[config.mk]
export PLATFORM = sky130hd
export DESIGN_NAME = led_field_manager
export DESIGN_NICKNAME = d
export VERILOG_FILES = /design/src/rtl/led_field_manager.sv
export SDC_FILE = /design/constraint.sdc
export NUM_CORES = 1
export LEC_CHECK = 0
export CORE_ASPECT_RATIO = 0.5
export CORE_MARGIN = 1
export CORE_UTILIZATION = 50
export DETAILED_ROUTE_END_ITERATION = 6
export PLACE_DENSITY = 0.81
export REMOVE_ABC_BUFFERS = 1
export SLEW_MARGIN = 20
export SYNTH_ARGS = -nofsm -noshare
export SYNTH_HDL_FRONTEND = slang
export SYNTH_SLANG_ARGS = --single-unit
[constraint.sdc]
create_clock -name clk -period 8.8 [get_ports clk]
set_input_delay 1.76 -clock clk [delete_from_list [all_inputs] [get_ports clk]]
set_output_delay 1.76 -clock clk [all_outputs]
set_load 0.05 [all_outputs]
[src/rtl/led_field_manager.sv]
// LED field manager: holds the lit-LED field fed by the spawner, scores button hits/misses,
// and runs the IDLE/PLAY/OVER round state machine including the OVER blink display.
module led_field_manager #(
    parameter int LED_COUNT    = 18,
    parameter int IDX_W        = $clog2(LED_COUNT),
    parameter int SCORE_W      = 16,
    parameter int BLINK_CYCLES = 12_500_000
) (
    input  logic                 clk,
    input  logic                 rst,
    input  logic                 led_request,
    input  logic [IDX_W-1:0]     led_index,
    input  logic                 game_over,
    input  logic                 start,
    input  logic [LED_COUNT-1:0] btn,
    output logic [LED_COUNT-1:0] leds,
    output logic [IDX_W:0]       active_led_count,
    output logic [SCORE_W-1:0]   score,
    output logic                 hit_pulse,
    output logic                 miss_pulse,
    output logic                 dup_pulse,
    output logic [1:0]           state
);
    localparam int SUM_W   = SCORE_W + IDX_W + 2;
    localparam int BLINK_W = $clog2(BLINK_CYCLES + 1);
    localparam logic [IDX_W:0]          LED_LIMIT  = (IDX_W+1)'(LED_COUNT);
    localparam logic [BLINK_W-1:0]      BLINK_LAST = BLINK_W'(BLINK_CYCLES - 1);
    localparam logic signed [SUM_W-1:0] SCORE_MAX  = {{(IDX_W+2){1'b0}}, {SCORE_W{1'b1}}};

    typedef enum logic [1:0] {
        ST_IDLE = 2'b00,
        ST_PLAY = 2'b01,
        ST_OVER = 2'b10
    } state_t;

    state_t               state_q, state_d;
    logic [LED_COUNT-1:0] field_q, field_d;
    logic [LED_COUNT-1:0] leds_q, leds_d;
    logic [IDX_W:0]       count_q, count_d;
    logic [SCORE_W-1:0]   score_q, score_d;
    logic                 hit_q, hit_d, miss_q, miss_d, dup_q, dup_d;
    logic [BLINK_W-1:0]   blink_cnt_q, blink_cnt_d;
    logic                 blink_phase_q, blink_phase_d;
    logic [LED_COUNT-1:0] sync1_q, sync1_d, sync2_q, sync2_d, sync3_q, sync3_d;
    logic [LED_COUNT-1:0] press_q, press_d;

    logic [LED_COUNT-1:0]    hit_vec, miss_vec, req_vec;
    logic                    req_in_range, req_blocked;
    logic signed [SUM_W-1:0] score_sum;

    function automatic logic [IDX_W:0] popcount(input logic [LED_COUNT-1:0] v);
        logic [IDX_W:0] c;
        c = '0;
        for (int i = 0; i < LED_COUNT; i++) begin
            c = c + {{IDX_W{1'b0}}, v[i]};
        end
        return c;
    endfunction

    always_comb begin
        // Edge detect output is registered so a press lands 3 clocks after the button rise.
        sync1_d = btn;
        sync2_d = sync1_q;
        sync3_d = sync2_q;
        press_d = sync2_q & ~sync3_q;

        hit_vec      = press_q & field_q;
        miss_vec     = press_q & ~field_q;
        req_in_range = ({1'b0, led_index} < LED_LIMIT);
        req_vec      = (led_request && req_in_range) ? (LED_COUNT'(1) << led_index) : '0;
        // A press on the same lit LED as the request counts as a hit, not a duplicate.
        req_blocked  = led_request && (!req_in_range || (|(req_vec & field_q & ~press_q)));
        score_sum    = $signed({{(IDX_W+2){1'b0}}, score_q})
                     + $signed({{(SCORE_W+1){1'b0}}, popcount(hit_vec)})
                     - $signed({{(SCORE_W+1){1'b0}}, popcount(miss_vec)});

        state_d       = state_q;
        field_d       = field_q;
        score_d       = score_q;
        hit_d         = 1'b0;
        miss_d        = 1'b0;
        dup_d         = 1'b0;
        blink_cnt_d   = blink_cnt_q;
        blink_phase_d = blink_phase_q;

        case (state_q)
            ST_IDLE: begin
                field_d = '0;
                if (start) begin
                    state_d = ST_PLAY;
                    score_d = '0;
                end
            end
            ST_PLAY: begin
                field_d = (field_q & ~hit_vec) | req_vec;
                hit_d   = |hit_vec;
                miss_d  = |miss_vec;
                dup_d   = req_blocked;
                if (score_sum < 0) begin
                    score_d = '0;
                end else if (score_sum > SCORE_MAX) begin
                    score_d = '1;
                end else begin
                    score_d = score_sum[SCORE_W-1:0];
                end
                if (game_over) begin
                    state_d       = ST_OVER;
                    blink_cnt_d   = '0;
                    blink_phase_d = 1'b0;
                end
            end
            ST_OVER: begin
                if (start) begin
                    state_d = ST_IDLE;
                    field_d = '0;
                end else if (blink_cnt_q == BLINK_LAST) begin
                    blink_cnt_d   = '0;
                    blink_phase_d = ~blink_phase_q;
                end else begin
                    blink_cnt_d = blink_cnt_q + BLINK_W'(1);
                end
            end
            default: begin
                state_d = ST_IDLE;
                field_d = '0;
            end
        endcase

        count_d = popcount(field_d);
        leds_d  = (state_d == ST_OVER && !blink_phase_d) ? '0 : field_d;
    end

    always_ff @(posedge clk or posedge rst) begin
        if (rst) begin
            state_q       <= ST_IDLE;
            field_q       <= '0;
            leds_q        <= '0;
            count_q       <= '0;
            score_q       <= '0;
            hit_q         <= 1'b0;
            miss_q        <= 1'b0;
            dup_q         <= 1'b0;
            blink_cnt_q   <= '0;
            blink_phase_q <= 1'b0;
            sync1_q       <= '0;
            sync2_q       <= '0;
            sync3_q       <= '0;
            press_q       <= '0;
        end else begin
            state_q       <= state_d;
            field_q       <= field_d;
            leds_q        <= leds_d;
            count_q       <= count_d;
            score_q       <= score_d;
            hit_q         <= hit_d;
            miss_q        <= miss_d;
            dup_q         <= dup_d;
            blink_cnt_q   <= blink_cnt_d;
            blink_phase_q <= blink_phase_d;
            sync1_q       <= sync1_d;
            sync2_q       <= sync2_d;
            sync3_q       <= sync3_d;
            press_q       <= press_d;
        end
    end

    assign leds             = leds_q;
    assign active_led_count = count_q;
    assign score            = score_q;
    assign hit_pulse        = hit_q;
    assign miss_pulse       = miss_q;
    assign dup_pulse        = dup_q;
    assign state            = state_q;
endmodule

== Word-level counts from Yosys, hierarchy flattened ==
Index checks and enable logic that the tools add are counted.

* Add/subtract/negate cells: 54
* Order comparisons: 3
* Equality and inequality tests: 7
* Shift-type cells: 1
* Mux-type cells: 23
* Bitwise gates (word level): 12
* Reduce and logical (&&, ||, !) cells: 14

{| class="wikitable"
|+ Operators with widths
! cell !! count
|-
| 6-bit by 1-bit adder with 6-bit output || 36
|-
| 18-bit AND || 6
|-
| 24-bit 2-to-1 mux || 3
|-
| 18-bit NOT || 4
|-
| 18-bit 2-to-1 mux || 3
|-
| 18-bit OR reduction || 3
|-
| 16-bit 2-to-1 mux || 3
|-
| 24-bit one-hot mux with 2 select lines || 1
|-
| 18-bit one-hot mux with 2 select lines || 1
|-
| 16-bit one-hot mux with 2 select lines || 1
|-
| 24-bit by 1-bit adder with 24-bit output (second input constant) || 1
|-
| 24-bit equality test (second input constant) || 1
|-
| 5-bit by 1-bit adder with 6-bit output || 3
|-
| 18-bit by 17-bit greater-than comparator with 1-bit output (second input constant) || 1
|-
| 18-bit by 1-bit less-than comparator with 1-bit output (second input constant) || 1
|-
| 18-bit OR || 1
|-
| 1-bit by 5-bit left shift with 18-bit output (first input constant) || 1
|-
| 17-bit by 6-bit subtractor with 18-bit output || 1
|-
| 16-bit by 6-bit adder with 17-bit output || 1
|-
| 4-bit by 1-bit adder with 5-bit output || 3
|-
| 3-bit by 1-bit adder with 4-bit output || 3
|-
| 2-bit by 1-bit adder with 3-bit output || 3
|-
| 1-bit by 1-bit adder with 2-bit output || 3
|-
| 1-bit 2-to-1 mux || 6
|-
| 15 further kinds || 24
|}

* Register bits: 160
* Bits of input ports: 28
* Output and inout port bits: 45
* Word-level logic and storage cells: 128

== Logic depth before layout (Yosys ltp) ==
* Word-level depth: 24
* Mapped depth: 22

== Worst setup path after synthesis ==
No wires, ideal clock.

* Kind: reg-to-reg
* Start: register field_q[1]
* End: register score_q[9], in the netlist score[9]
* Library setup time: 126 ps
* Data arrival time: 6,273 ps
* Required time: 8,674 ps
* Setup slack: 2,401 ps
* Stages on the path, launching flop included: 22
* Path through: dfrtp_1 > nand2b_1 > fa_1 > inv_1 > fa_1 > fa_1 > inv_1 > fa_1 > fa_1 > fa_1 > inv_1 > fa_1 > inv_1 > ha_1 > fa_1 > a21o_1 > a221o_1 > nand3_1 > a31oi_1 > o31a_1 > nor2b_1 > a221o_1

* Longest elaborated chain between the ends: 24

{| class="wikitable"
|+ Ends and longest elaborated chain
! element !! RTL line !! text
|-
| start, declared || 37 || <nowiki>logic [LED_COUNT-1:0] field_q, field_d;</nowiki>
|-
| start signal, assigned || 151 || <nowiki>field_q <= field_d;</nowiki>
|-
| 18-bit AND or 18-bit NOT (tied branches) || 67, 68 ||
|-
| 1-bit by 1-bit adder with 2-bit output or 18-bit AND (tied branches) || 55, 68 ||
|-
| 2-bit by 1-bit adder with 3-bit output or 1-bit by 1-bit adder with 2-bit output (tied branches) || 55 || <nowiki>c = c + {{IDX_W{1'b0}}, v[i]};</nowiki>
|-
| 3-bit by 1-bit adder with 4-bit output or 2-bit by 1-bit adder with 3-bit output (tied branches) || 55 ||
|-
| 4-bit by 1-bit adder with 5-bit output or 3-bit by 1-bit adder with 4-bit output (tied branches) || 55 ||
|-
| 5-bit by 1-bit adder with 6-bit output or 4-bit by 1-bit adder with 5-bit output (tied branches) || 55 ||
|-
| 6-bit by 1-bit adder with 6-bit output or 5-bit by 1-bit adder with 6-bit output (tied branches) || 55 ||
|-
| 6-bit by 1-bit adder with 6-bit output (11 in a row) || 55 ||
|-
| 16-bit by 6-bit adder with 17-bit output or 6-bit by 1-bit adder with 6-bit output (tied branches) || 74, 55 ||
|-
| 17-bit by 6-bit subtractor with 18-bit output (*) || 75 || <nowiki>- $signed({{(SCORE_W+1){1'b0}}, popcount(miss_vec)});</nowiki>
|-
| 18-bit by 17-bit greater-than comparator with 1-bit output || 101 || <nowiki>end else if (score_sum > SCORE_MAX) begin</nowiki>
|-
| 16-bit 2-to-1 mux || 101 ||
|-
| 16-bit 2-to-1 mux (*) || 99 || <nowiki>if (score_sum < 0) begin</nowiki>
|-
| 16-bit one-hot mux with 2 select lines (*) || 86 || <nowiki>case (state_q)</nowiki>
|-
| end signal, assigned || 154 || <nowiki>score_q <= score_d;</nowiki>
|-
| end, declared || 40 || <nowiki>logic [SCORE_W-1:0] score_q, score_d;</nowiki>
|}

Every way passes the cells marked *; elsewhere a longest branch is shown, timed or not.
A chain may end at the register's enable or synchronous reset.

== Worst setup path after layout ==
* Start: register field_q[1]
* End: register score_q[15], in the netlist score[15]

Same word-level chain as after synthesis.

==> impl_metrics.py <==
metrics = {
    "cells_and_area": {
        "final_layout_size_suffix_gt1_frac": 0.0490,
        "finalNonFillerCells": 1078,
        "fin_nets": 955,
        "antenna_cells": 0,
        "syn2layout_area_growth_pct": 18.8,
    },
    "power": {
        "power_frac_comb": 0.473,
        "seq_power_share": 0.273,
        "clkPwrFrac": 0.255,
        "power_density_nw_per_um2": 314,
        "p_leak_nw": 4.46,
        "p_switching_mw": 1.25,
        "intPower_mw": 1.82,
        "switching_share": 0.407,
        "power_mw": 3.07,
        "vdd_ir_drop_max_mv": 0.212,
    },
    "hold_path": {
        "hp-class": "reg -> reg",
    },
    "critical_path": {
        "crit_fanout": 17,
        "crit_type": "reg -> reg",
        "crit_path_start_kind": "flop",
        "cp.arrival_ns": 7.26,
        "cp_cell_sequence": "nand2b_1 -> fa_1 -> inv_1 -> fa_1 -> fa_1 -> inv_1 -> fa_1 -> fa_1 -> fa_1 -> inv_1 -> fa_1 -> inv_1 -> ha_1 -> fa_1 -> a21o_1 -> a221o_1 -> nand3_1 -> a31oi_1 -> o31a_1 -> nor2b_1 -> a221o_1",
        "slowest_delay_ns": 0.55,
        "crit_required_ns": 9.10,
        "cp_common_cell": "fa_1",
        "slowest_stage": "fa_1",
        "cp-end-kind": "flop",
    },
    "logic_synthesis": {
        "synth_seq_cells": 159,
        "synth_top_cell_by_area": "dfrtp_1",
        "netlist.area_leader.share": 0.483,
        "synthTopCellsByCount": "dfrtp_1, inv_1, nand2_1, nor2_1, fa_1",
        "yosys_warnings": 0,
        "synthDistinctLibCells": 58,
        "ys_seq_area_frac": 0.483,
        "synth.most_common_cell": "dfrtp_1",
        "syn_area_per_cell_um2": 10.7,
        "synth_edf_count": 0,
        "synthCells": 770,
        "synth.top_cells.by_area": "dfrtp_1, fa_1, ha_1, inv_1, nand2_1",
        "ys.flop_type": "dfrtp_1",
        "async_flop_share": 1.00,
        "syn_area_um2": 8230,
    },
    "clock_tree": {
        "htreeDepth": 4,
        "clk_latency_ns": 0.43,
        "clk_path_buf_depth": 2,
        "cts_tree": "yes",
        "clkSinkCount": 159,
        "cts_resized": 0,
        "cts.clk_slew.worst_paths_ns": 0.07,
        "hold_buffers": 0,
        "post_cts_buffers": 0,
        "cts_inserted_buffers": 17,
        "root_buffer": "clkbuf_16",
    },
    "global_routing": {
        "grt_overflow": 0,
        "grt_pass1_vias": 6075,
        "antenna_found_initial": 0,
        "track_usage": 0.231,
        "grt_max_degree": 94,
        "grt_pass1_wl_um": 30200,
    },
    "sta": {
        "relSlewSlack": 0.308,
        "skew_ns": 0.0145,
        "rsz0062_at_grt": "no",
        "finalSetupViolCount": 0,
        "post-route-min-period_ns": 6.95,
        "clock.fmax_ghz": 0.144,
        "hold_viol": 0,
        "final.period_utilization": 0.790,
        "finalSetupTns_ns": 0,
        "drv_slew": 0,
        "worst_slew_pin_slew_ns": 1.04,
    },
    "drt": {
        "drc_errors": 0,
        "via_per_inst": 5.47,
        "ant_nets": 0,
        "first_iter_violations": 536,
        "vias": 5893,
        "first_pass_iters": 6,
        "wl_per_cell_um": 16.7,
        "routed_wl_um": 18000,
    },
    "floorplan": {
        "rows": 32,
        "initial_core_util": 0.523,
        "die_h_um": 92.7,
        "die_area_um2": 17000,
        "fp.dieW_um": 183,
        "core-area_um2": 15700,
        "ios": 73,
    },
    "place": {
        "post-dp-hpwl_um": 13300,
        "port_buffers": 71,
        "dp.cells": 1047,
        "gp_congestion": 0.945,
    },
    "job": {
        "drv_cap": 0,
    },
    "run_status": {
        "outcome": "completed",
    },
}
## logic make-up after synthesis
| kind of cell | count (synthesis) | synth area share |
|---|---|---|
| flip-flops | 159 | 0.483 |
| buffers and inverters | 101 | 0.0482 |
| other | 1 | 0.000455 |
| multiplexers | 3 | 0.00380 |
| AO/OA/AOI/OAI | 144 | 0.116 |
| adder cells (fa/ha/maj) | 82 | 0.164 |
| XOR/XNOR | 29 | 0.0309 |
| AND/OR/NAND/NOR | 251 | 0.153 |
## cells in the final DEF (no fill, tap or decap), drive strengths merged, types with 3 or more instances in the layout
master / count
dfrtp: 159
inv: 91
clkdlybuf4s50: 71
nor2: 60
nand2: 60
fa: 43
o21ai: 40
ha: 39
nor2b: 30
a21oi: 26
nand2b: 24
a22o: 18
xor2: 17
clkbuf: 17
nand3: 15
nor3: 15
xnor2: 12
o22ai: 10
nand4: 10
a22oi: 9
a21o: 7
and3: 7
and2: 6
a31oi: 6
or3: 5
or2: 4
o31a: 4
a211oi: 4
nand3b: 3
o31ai: 3
a221o: 3
o211ai: 3
bufinv: 3
## through the flow
stage	util	instance area, µm²	hold WS [ns]	setup slack (ns)
2_1_floorplan	-	8150	0.331	2.28
3_3_place_gp	0.582	9160	0.334	1.91
3_5_place_dp	0.582	9160	0.335	1.78
4_1_cts	0.622	9780	0.349	1.83
5_1_grt	0.622	9780	0.351	1.54
6_report	0.622	9780	0.349	1.85
## worst max-delay path, delay by kind of cell, from the launching register on
family	cells	cell delay, ns
adders and majority gates	9	4.20
AOI/OAI and AO/OA	5	1.45
and+or+nand+nor	3	0.57
DFF	1	0.41
buffers and inverters	4	0.21
## area by class of cell
cell class,count,area (µm²)
Clock inverter,14,199
Sequential cell,159,3980
Timing Repair Buffer,73,726
Multi-Input combinational cell,510,3860
Fill cell,1228,5950
Clock buffer,17,425
Inverter,84,320
Tap cell,221,277
## state kept, by name, summed over array words and instances, names as in the netlist
name              count
dup_pulse             1
press_q              18
state                 2
active_led_count      5
sync3_q              18
sync1_q              18
blink_phase_q         1
hit_pulse             1
sync2_q              18
leds                 18
score                16
miss_pulse            1
field_q              18
blink_cnt_q          24
## worst paths after layout
| kind | from | endpoint | slack (ns) | depth (start not counted) |
|---|---|---|---|---|
| setup / recovery | field_q[1] | score[15] | 1.85 | 21 |
| hold / removal | sync1_q[9] | sync2_q[9] | 0.35 | 0 |
| setup reg to reg | field_q[1] | score[15] | 1.85 | 21 |
| hold reg to reg | sync1_q[9] | sync2_q[9] | 0.35 | 0 |
| max in group asynchronous | rst | sync3_q[10] | 5.56 | 3 |
| min in group asynchronous | rst | sync1_q[10] | 1.87 | 2 |
## power by group through the flow
| stage | sequential (mW) | combinational [mW] | clock [mW] |
|---|---|---|---|
| finish | 0.837 | 1.45 | 0.782 |
| global route | 0.844 | 1.62 | 0.827 |
| CTS | 0.837 | 1.46 | 0.795 |
| detailed placement | 0.851 | 1.44 | 0 |
| global placement | 0.848 | 1.41 | 0 |
| floorplan | 0.949 | 1.00 | 0 |
## per-layer routing
layer  global-route usage  routed length, µm  part of all wire  vias to the layer above
met5                    0                  0                 0                        -
met4               0.0799                393             0.022                        0
met3               0.0543               1070             0.059                       38
met2                0.360               8290              0.46                      211
met1                0.318               8250              0.46                     2901
li1                     -                  -                 -                     2743
(Power assumes the default switching activity.)
